## src/rtl/branch_cond_unit_pkg.sv

```systemverilog
// Shared types for the ID-stage branch-condition unit: branch kinds,
// FSM states and the link register index used by the AL variants.
package branch_pkg;

    // Encodings 8..15 are unused and resolve not-taken without link.
    typedef enum logic [3:0] {
        BEQ    = 4'd0,
        BNE    = 4'd1,
        BGEZ   = 4'd2,
        BGTZ   = 4'd3,
        BLEZ   = 4'd4,
        BLTZ   = 4'd5,
        BGEZAL = 4'd6,
        BLTZAL = 4'd7
    } br_op_t;

    typedef enum logic {
        IDLE = 1'b0,
        WAIT = 1'b1
    } br_state_t;

    // Register written with pc_plus4 + 4 when res_link is set.
    localparam int unsigned LINK_REG = 31;

endpackage

```

## src/rtl/branch_cond_unit_if.sv

```systemverilog
// Bus between the ID stage and the branch-condition unit.
// master = ID/hazard side, slave = branch_cond_unit.
interface branch_cond_unit_if #(
    parameter int WIDTH  = 32,
    parameter int STAT_W = 32
) ();
    import branch_pkg::*;

    logic              br_valid;
    br_op_t            br_op;
    logic [WIDTH-1:0]  rs_val;
    logic [WIDTH-1:0]  rt_val;
    logic              ops_ready;
    logic [WIDTH-1:0]  pc_plus4;
    logic [15:0]       imm16;
    logic              flush;
    logic              stall;
    logic              res_valid;
    logic              res_taken;
    logic [WIDTH-1:0]  res_target;
    logic              res_link;
    logic [STAT_W-1:0] stat_total;
    logic [STAT_W-1:0] stat_taken;

    modport master (
        output br_valid, br_op, rs_val, rt_val, ops_ready, pc_plus4, imm16, flush,
        input  stall, res_valid, res_taken, res_target, res_link, stat_total, stat_taken
    );

    modport slave (
        input  br_valid, br_op, rs_val, rt_val, ops_ready, pc_plus4, imm16, flush,
        output stall, res_valid, res_taken, res_target, res_link, stat_total, stat_taken
    );
endinterface

```

## src/rtl/branch_cond_unit_eval.sv

```systemverilog
// Combinational branch-condition evaluator: decides taken/link from the
// branch kind and the (forwarded) rs/rt operands.
module branch_cond_eval
    import branch_pkg::*;
#(
    parameter int WIDTH = 32
) (
    input  br_op_t           op_i,
    input  logic [WIDTH-1:0] rs_i,
    input  logic [WIDTH-1:0] rt_i,
    output logic             taken_o,
    output logic             link_o
);
    logic rs_neg;
    logic rs_zero;

    assign rs_neg  = rs_i[WIDTH-1];
    assign rs_zero = (rs_i == '0);

    // Condition decode; unknown kinds fall through to not-taken, no link.
    always_comb begin
        taken_o = 1'b0;
        link_o  = 1'b0;
        case (op_i)
            BEQ:    taken_o = (rs_i == rt_i);
            BNE:    taken_o = (rs_i != rt_i);
            BGEZ:   taken_o = !rs_neg;
            BGTZ:   taken_o = !rs_neg && !rs_zero;
            BLEZ:   taken_o = rs_neg || rs_zero;
            BLTZ:   taken_o = rs_neg;
            BGEZAL: begin
                taken_o = !rs_neg;
                link_o  = 1'b1;
            end
            BLTZAL: begin
                taken_o = rs_neg;
                link_o  = 1'b1;
            end
            default: ;
        endcase
    end
endmodule

```

## src/rtl/branch_cond_unit.sv

```systemverilog
// ID-stage branch resolver. Stalls IF/ID while operands are pending,
// then registers taken/target/link for the PC-select logic.
// Optional statistics counters are built when BRANCH_STATS_EN is defined.
//
// state | meaning
// IDLE  | no branch pending; a ready branch is resolved directly
// WAIT  | branch op/pc/imm captured, waiting for ops_ready
module branch_cond_unit
    import branch_pkg::*;
#(
    parameter int WIDTH  = 32,
    parameter int STAT_W = 32
) (
    input  logic               clk,
    input  logic               rst_n,
    branch_cond_unit_if.slave  bus
);
    br_state_t        state_q, state_d;
    br_op_t           op_q;
    logic [WIDTH-1:0] pc_q;
    logic [15:0]      imm_q;

    logic             eval_en;
    logic             capture;
    logic             stall_d;
    br_op_t           eval_op;
    logic [WIDTH-1:0] eval_pc;
    logic [15:0]      eval_imm;
    logic [WIDTH-1:0] eval_target;
    logic             eval_taken;
    logic             eval_link;

    logic             res_valid_q;
    logic             res_taken_q;
    logic             res_link_q;
    logic [WIDTH-1:0] res_target_q;

    // In WAIT the live bus fields may already belong to the next instruction,
    // so the captured copies are used instead.
    assign eval_op     = (state_q == WAIT) ? op_q  : bus.br_op;
    assign eval_pc     = (state_q == WAIT) ? pc_q  : bus.pc_plus4;
    assign eval_imm    = (state_q == WAIT) ? imm_q : bus.imm16;
    assign eval_target = eval_pc + {{(WIDTH-18){eval_imm[15]}}, eval_imm, 2'b00};

    branch_cond_eval #(.WIDTH(WIDTH)) u_eval (
        .op_i    (eval_op),
        .rs_i    (bus.rs_val),
        .rt_i    (bus.rt_val),
        .taken_o (eval_taken),
        .link_o  (eval_link)
    );

    // Next state, stall and evaluate/capture strobes; flush overrides all.
    always_comb begin
        state_d = state_q;
        eval_en = 1'b0;
        capture = 1'b0;
        stall_d = 1'b0;
        if (bus.flush) begin
            state_d = IDLE;
        end else begin
            case (state_q)
                IDLE: begin
                    if (bus.br_valid) begin
                        if (bus.ops_ready) begin
                            eval_en = 1'b1;
                        end else begin
                            capture = 1'b1;
                            stall_d = 1'b1;
                            state_d = WAIT;
                        end
                    end
                end
                WAIT: begin
                    if (bus.ops_ready) begin
                        eval_en = 1'b1;
                        state_d = IDLE;
                    end else begin
                        stall_d = 1'b1;
                    end
                end
                default: state_d = IDLE;
            endcase
        end
    end

    assign bus.stall = stall_d;

    // State register.
    always_ff @(posedge clk or negedge rst_n) begin
        if (!rst_n) state_q <= IDLE;
        else        state_q <= state_d;
    end

    // Capture the branch fields when entering WAIT.
    always_ff @(posedge clk or negedge rst_n) begin
        if (!rst_n) begin
            op_q  <= BEQ;
            pc_q  <= '0;
            imm_q <= '0;
        end else if (capture) begin
            op_q  <= bus.br_op;
            pc_q  <= bus.pc_plus4;
            imm_q <= bus.imm16;
        end
    end

    // Result registers: valid pulses for one cycle, fields hold until next resolution.
    always_ff @(posedge clk or negedge rst_n) begin
        if (!rst_n) begin
            res_valid_q  <= 1'b0;
            res_taken_q  <= 1'b0;
            res_link_q   <= 1'b0;
            res_target_q <= '0;
        end else begin
            res_valid_q <= eval_en;
            if (eval_en) begin
                res_taken_q  <= eval_taken;
                res_link_q   <= eval_link;
                res_target_q <= eval_target;
            end
        end
    end

    assign bus.res_valid  = res_valid_q;
    assign bus.res_taken  = res_taken_q;
    assign bus.res_link   = res_link_q;
    assign bus.res_target = res_target_q;

`ifdef BRANCH_STATS_EN
    logic [STAT_W-1:0] stat_total_q;
    logic [STAT_W-1:0] stat_taken_q;

    // Saturating counters driven by the registered result pulse.
    always_ff @(posedge clk or negedge rst_n) begin
        if (!rst_n) begin
            stat_total_q <= '0;
            stat_taken_q <= '0;
        end else if (res_valid_q) begin
            if (stat_total_q != '1)
                stat_total_q <= stat_total_q + STAT_W'(1);
            if (res_taken_q && (stat_taken_q != '1))
                stat_taken_q <= stat_taken_q + STAT_W'(1);
        end
    end

    assign bus.stat_total = stat_total_q;
    assign bus.stat_taken = stat_taken_q;
`else
    assign bus.stat_total = '0;
    assign bus.stat_taken = '0;
`endif
endmodule

```

## src/flat_wrapper.sv

```systemverilog
// flat-port wrapper written by rule: the top's interface ports become plain ports
module branch_cond_unit_flat import branch_pkg::*;
#(
    parameter int WIDTH  = 32,
    parameter int STAT_W = 32
)
  (clk, rst_n, bus_br_valid, bus_br_op, bus_rs_val, bus_rt_val, bus_ops_ready, bus_pc_plus4, bus_imm16, bus_flush, bus_stall, bus_res_valid, bus_res_taken, bus_res_target, bus_res_link, bus_stat_total, bus_stat_taken);
  branch_cond_unit_if #(.WIDTH(WIDTH), .STAT_W(STAT_W)) bus_i ();
  input  logic clk;
  input  logic rst_n;
  input wire logic [$bits(bus_i.br_valid)-1:0] bus_br_valid;
  input wire logic [$bits(bus_i.br_op)-1:0] bus_br_op;
  input wire logic [$bits(bus_i.rs_val)-1:0] bus_rs_val;
  input wire logic [$bits(bus_i.rt_val)-1:0] bus_rt_val;
  input wire logic [$bits(bus_i.ops_ready)-1:0] bus_ops_ready;
  input wire logic [$bits(bus_i.pc_plus4)-1:0] bus_pc_plus4;
  input wire logic [$bits(bus_i.imm16)-1:0] bus_imm16;
  input wire logic [$bits(bus_i.flush)-1:0] bus_flush;
  output wire logic [$bits(bus_i.stall)-1:0] bus_stall;
  output wire logic [$bits(bus_i.res_valid)-1:0] bus_res_valid;
  output wire logic [$bits(bus_i.res_taken)-1:0] bus_res_taken;
  output wire logic [$bits(bus_i.res_target)-1:0] bus_res_target;
  output wire logic [$bits(bus_i.res_link)-1:0] bus_res_link;
  output wire logic [$bits(bus_i.stat_total)-1:0] bus_stat_total;
  output wire logic [$bits(bus_i.stat_taken)-1:0] bus_stat_taken;
  assign bus_i.br_valid = bus_br_valid;
  assign bus_i.br_op = bus_br_op;
  assign bus_i.rs_val = bus_rs_val;
  assign bus_i.rt_val = bus_rt_val;
  assign bus_i.ops_ready = bus_ops_ready;
  assign bus_i.pc_plus4 = bus_pc_plus4;
  assign bus_i.imm16 = bus_imm16;
  assign bus_i.flush = bus_flush;
  assign bus_stall = bus_i.stall;
  assign bus_res_valid = bus_i.res_valid;
  assign bus_res_taken = bus_i.res_taken;
  assign bus_res_target = bus_i.res_target;
  assign bus_res_link = bus_i.res_link;
  assign bus_stat_total = bus_i.stat_total;
  assign bus_stat_taken = bus_i.stat_taken;
  branch_cond_unit #(.WIDTH(WIDTH), .STAT_W(STAT_W)) u_core (.clk(clk), .rst_n(rst_n), .bus(bus_i));
endmodule
```

## config.mk

```make
export PLATFORM = sky130hd
export DESIGN_NAME = branch_cond_unit_flat
export DESIGN_NICKNAME = d
export VERILOG_FILES = /design/src/rtl/branch_cond_unit_pkg.sv /design/src/rtl/branch_cond_unit_if.sv /design/src/rtl/branch_cond_unit_eval.sv /design/src/rtl/branch_cond_unit.sv /design/src/flat_wrapper.sv
export SDC_FILE = /design/constraint.sdc
export NUM_CORES = 1
export LEC_CHECK = 0
export BUFFER_PORTS_ARGS = -buffer_cell sky130_fd_sc_hd__buf_4
export CAP_MARGIN = 20
export CORE_UTILIZATION = 33
export CTS_CLUSTER_DIAMETER = 120
export DETAILED_ROUTE_END_ITERATION = 8
export HOLD_SLACK_MARGIN = 0.06
export PLACE_DENSITY = 0.66
export SYNTH_ARGS = -nofsm -noshare
export SYNTH_HDL_FRONTEND = slang
export SYNTH_SLANG_ARGS = --single-unit
```

## constraint.sdc

```tcl
create_clock -name clk -period 5.35 [get_ports clk]
set_input_delay 0.535 -clock clk [delete_from_list [all_inputs] [get_ports clk]]
set_output_delay 0.535 -clock clk [all_outputs]
set_load 0.1 [all_outputs]
```

Word-level counts from Yosys, hierarchy flattened
Index checks and enable logic that the tools add are counted.
{"block": "op_classes", "n_addsub": 1, "n_eq_ne": 9, "n_bitwise": 1, "n_mux": 15, "n_reduce_logical": 9}
{"operator": "32-bit adder", "count": 1}
{"operator": "32-bit equality test", "count": 1}
{"operator": "32-bit zero test", "count": 1}
{"operator": "32-bit two-way mux", "count": 1}
{"operator": "32-bit != test", "count": 1}
{"operator": "4-bit by 3-bit equality test with 1-bit output (second input constant)", "count": 4}
{"operator": "16-bit two-way mux", "count": 1}
{"operator": "1-bit two-way mux", "count": 9}
{"operator": "4-bit by 2-bit equality test with 1-bit output (second input constant)", "count": 2}
{"operator": "1-bit case mux with 6 select lines", "count": 1}
{"operator": "2-bit OR reduction", "count": 3}
{"operator": "4-bit by 1-bit equality test with 1-bit output (second input constant)", "count": 1}
{"operator": "4-bit zero test", "count": 1}
{"operator": "4-bit two-way mux", "count": 1}
{"operator": "1-bit case mux with 2 select lines", "count": 2}
{"operator": "1-bit zero test", "count": 2}
{"operator": "1-bit logical AND", "count": 1}
{"operator": "1-bit logical OR", "count": 1}
{"operator": "1-bit NOT", "count": 1}
{"block": "totals", "regBits": 88, "elab_cells": 43, "inputBits": 121, "output_inout_bits": 100}

Longest topological paths before layout
{"block": "depth", "ltp_word": 4, "depth_mapped": 15, "mapped_depth_nobuf": 11}

Modules after synthesis
Synthesis repeated with hierarchy kept, for this count alone.
{"block": "hier_totals", "cells_unflattened": 638, "hier_area_um2": 6526.3}
{"module": "branch_cond_unit", "seq_area_each_um2": 2202.1, "instances": 1, "cells_each": 571, "area_per_inst_um2": 5995.8}
{"module": "branch_cond_eval", "seq_area_each_um2": 0.0, "instances": 1, "cells_each": 67, "area_per_inst_um2": 530.5}

Least setup slack after synthesis
No wires, ideal clock.
{"block": "synth_timing", "path_kind": "register -> register", "from": "reg u_core.state_q", "to": "reg u_core.res_target_q[30], in the netlist u_core.bus.res_target[30]", "n_path_buf": 5, "setup_slack_ns": 1.873, "setup_time_ns": 0.090, "stages_incl_launch_ff": 14, "t_required_ns": 5.260, "period_less_slack_ns": 3.477, "arrival_time_ns": 3.388, "cell_sequence": "dfrtp_1 > buf_4 > buf_2 > clkbuf_1 > buf_2 > mux2_2 > ha_1 > buf_2 > a21o_1 > a31oi_1 > o21ai_0 > a31o_1 > or4_1 > o2111ai_1"}
{"block": "synth_via", "elab_chain_len": 3, "elab_cells_between_ends": 6, "classes_between": "add/sub (1); mux (4); bitwise (1)"}
{"item": "from (decl)", "line_no": "branch_cond_unit.sv:18", "source": "br_state_t state_q, state_d;"}
{"item": "from (signal assigned)", "line_no": "branch_cond_unit.sv:92", "source": "else state_q <= state_d;"}
{"item": "branches (longest 3 deep; another with 32-bit adder)"}
{"item": "to (signal assigned)", "line_no": "branch_cond_unit.sv:120", "source": "res_target_q <= eval_target;"}
{"item": "to (decl)", "line_no": "branch_cond_unit.sv:36", "source": "logic [WIDTH-1:0] res_target_q;"}
Parallel ways; which one is timed is not known.
A chain may end at the register's enable or synchronous reset.

Worst setup path in the final report
{"block": "layout_timing", "from": "reg u_core.state_q", "to": "reg u_core.res_target_q[31], in the netlist u_core.bus.res_target[31]"}
The elaborated chain is that of the path after synthesis.

==> reports/results.txt <==
final instance area: 7990 µm²
Synth Area in Simple Gates: 11.5%
Worst Skew: 0.0128 ns
post-synthesis sequential area ratio: 33.7%
max_cap viols: 0
total core area: 19500 µm²
Yosys top cell by area: dfrtp_1
final core occ: 41.0%
min-delay worst type: in -> async
Die Span Y: 143 µm
Num Clock Sinks: 88
CP endpoint kind: flop
CTS tree: yes
global-route wire length before repair: 25500 µm
Site Rows: 51
Hold Vio Cnt, Final: 0
mapped cell area: 6540 µm²
Setup TNS Final: 0 ns
GRT Total Usage: 16.3%
fmax: 0.255 GHz
Inserted Clock Buffers: 9
via count: 5327
EDFF count, synth: 0
htree depth: 3
port bufs: 156
GR Overflow Total: 0
net count reported at finish: 971
Tightest Pin Transition: 0.764 ns
ys flop type: dfrtp_1
max_slew headroom: 49.0%
proportion of layout cells with a drive suffix above 1: 33.1%
Pwr Density: 399 nW/µm²
mean post-synth cell area: 9.64 µm²
number of global-route vias before repair: 5119
drc violations: 0
worst vdd ir: 0.252 mV
Layout Area Growth over Synthesis: 22.2%
Worst Path Required: 5.59 ns
cts repair resizes: 0
Compound-Gate Fraction of Synth Area: 13.5%
mux cell area share after synthesis: 17.8%
share of the synthesized area in the top cell type: 33.7%
placed instance area: 7710 µm²
Clock Latency Late Sink: 0.36 ns
post-synth cell types: 60
DIE AREA: 20400 µm²
Tcrit/Tclk final: 73.2%
CP Class: reg -> reg
Ports: 221
Pleak: 3.64 nW
die width: 143 µm
Setup-failing EPs final: 0
Clock Pin Slew Worst Setup and Hold Paths: 0.07 ns
setup repair bufs after CTS: 0
Post-Synth Adder-Cell Area: 5.86%
n_diodes: 0
Iter 0 DRT Violations: 186
post-synthesis xor/xnor area fraction: 7.37%
ys async rst share: 100%
post-route minimum period: 3.91 ns
worst-case clock buffer depth: 2
initial cell density of the core: 33.6%
clock root cell: clkbuf_16
Via density: 4.89
largest cells by area after synthesis: dfrtp_1 34%, mux2_2 15%, buf_4 7.6%
Final ANT Viol Nets: 0
largest family of logic cells by synthesized area: multiplexers
Post-Syn Instances: 678
hpwl dp: 12800 µm
routed len/inst: 15.1 µm
Hold-fix buffers, CTS: 0
largest net degree at the start of global routing: 65
first drt pass iteration count: 4
Startpoint Class: flop
Worst EP arrival: 4.15 ns
unrepaired setup endpoints after global routing: no
yosys warns: 0
Fillers: 1983
Slew Limit Fails: 0
Final Wtd Congestion: 0.884
Critical Path Fanout Max: 34
total wire length: 16500 µm
status: completed
Synth Register Bits: 88
initial antenna violation count: 0
## metal layers
metal | part of all wire, % | routed length [µm] | GRT usage [%]
met1 | 43 | 7040 | 19.0
met3 | 5.9 | 968 | 3.32
met4 | 2.6 | 423 | 7.07
met5 | 0 | 0 | 0
met2 | 49 | 8060 | 28.9
## cell usage after synthesis, drive strengths merged, types with 7 or more instances
cell type  count
xnor2          8
dfrtp         88
mux2          97
mux2i          7
o21ai         48
a21oi         30
xor2          47
nand2b         8
o21bai         8
buf           83
a31oi          8
nor4          16
nand2         54
clkbuf         9
nand4         11
nand3         11
inv           15
nor2          31
ha            29
a211oi         9
a21o           7
## area by class of cell
| class | instances | area (µm²) | area share (%) |
|---|---|---|---|
| Tap cell | 265 | 332 | 4.15 |
| Clock buffer | 9 | 225 | 2.82 |
| Sequential cell | 88 | 2200 | 27.6 |
| Clock inverter | 7 | 55.1 | 0.689 |
| Multi-Input combinational cell | 546 | 3920 | 49.0 |
| Inverter | 15 | 56.3 | 0.705 |
| Timing Repair Buffer | 160 | 1200 | 15.0 |
## path summary, 6_finish.rpt
path	cells after the start	from	slack, ns	endpoint
min in group clk	2	bus_ops_ready	0.37	u_core.state_q
worst max-delay path	10	u_core.state_q	1.44	u_core.bus.res_target[31]
max in group asynchronous	2	rst_n	4.12	u_core.state_q
worst min-delay path	1	rst_n	0.16	u_core.pc_q[1]
worst max register to register	10	u_core.state_q	1.44	u_core.bus.res_target[31]
worst min register to register	1	u_core.pc_q[13]	0.49	u_core.pc_q[13]
## sequential cells by signal (all words and copies together), names as in the netlist
signal,cells
u_core.bus.res_target,32
u_core.state_q,1
u_core.pc_q,32
u_core.imm_q,16
u_core.op_q,4
u_core.bus.res_valid,1
u_core.bus.res_taken,1
u_core.bus.res_link,1
## cell families after synthesis
group	Yosys count
adders and majority gates	30
DFF	88
buffers and inverters	107
muxes	104
xor gates and xnor gates	55
other	1
and+or+nand+nor	154
AOI/OAI and AO/OA	139
## critical path, cell delays in order, from the launching register on
cell and delay [ns]:
dfrtp_2 0.86, buf_4 0.47, mux2_2 0.38, ha_1 0.42
nand4_1 0.15, nor2_1 0.36, nand2_1 0.11, nor3_1 0.38
nor2_1 0.16, a22o_1 0.23, a211o_1 0.25
## report_power, final
part,total [mW],switching [mW],internal (mW)
combinational,1.65,1.21,0.446
sequential,0.930,0.102,0.828
clock,0.607,0.287,0.320
total,3.19,1.59,1.59
## through the flow
stage          total power [mW]  setup slack [ns]  hold WS (ns)  std cells
3_5_place_dp               2.60              1.45         0.471       1074
3_3_place_gp               2.59              1.45         0.467       1074
5_1_grt                    3.36              1.16         0.192       1090
4_1_cts                    3.22              1.43         0.172       1090
6_report                   3.19              1.44         0.160       1090
2_1_floorplan              2.24              1.87         0.239        741
## placed cells by master, fill, tap and decap left out, drive strengths merged, types with 18 or more instances in the layout
cell type,n
a21oi,30
buf,160
conb,64
dfrtp,88
ha,29
inv,18
mux2,97
nand2,54
nor2,31
o21ai,48
xor2,47
No activity file was read; power rests on OpenSTA's default activity.
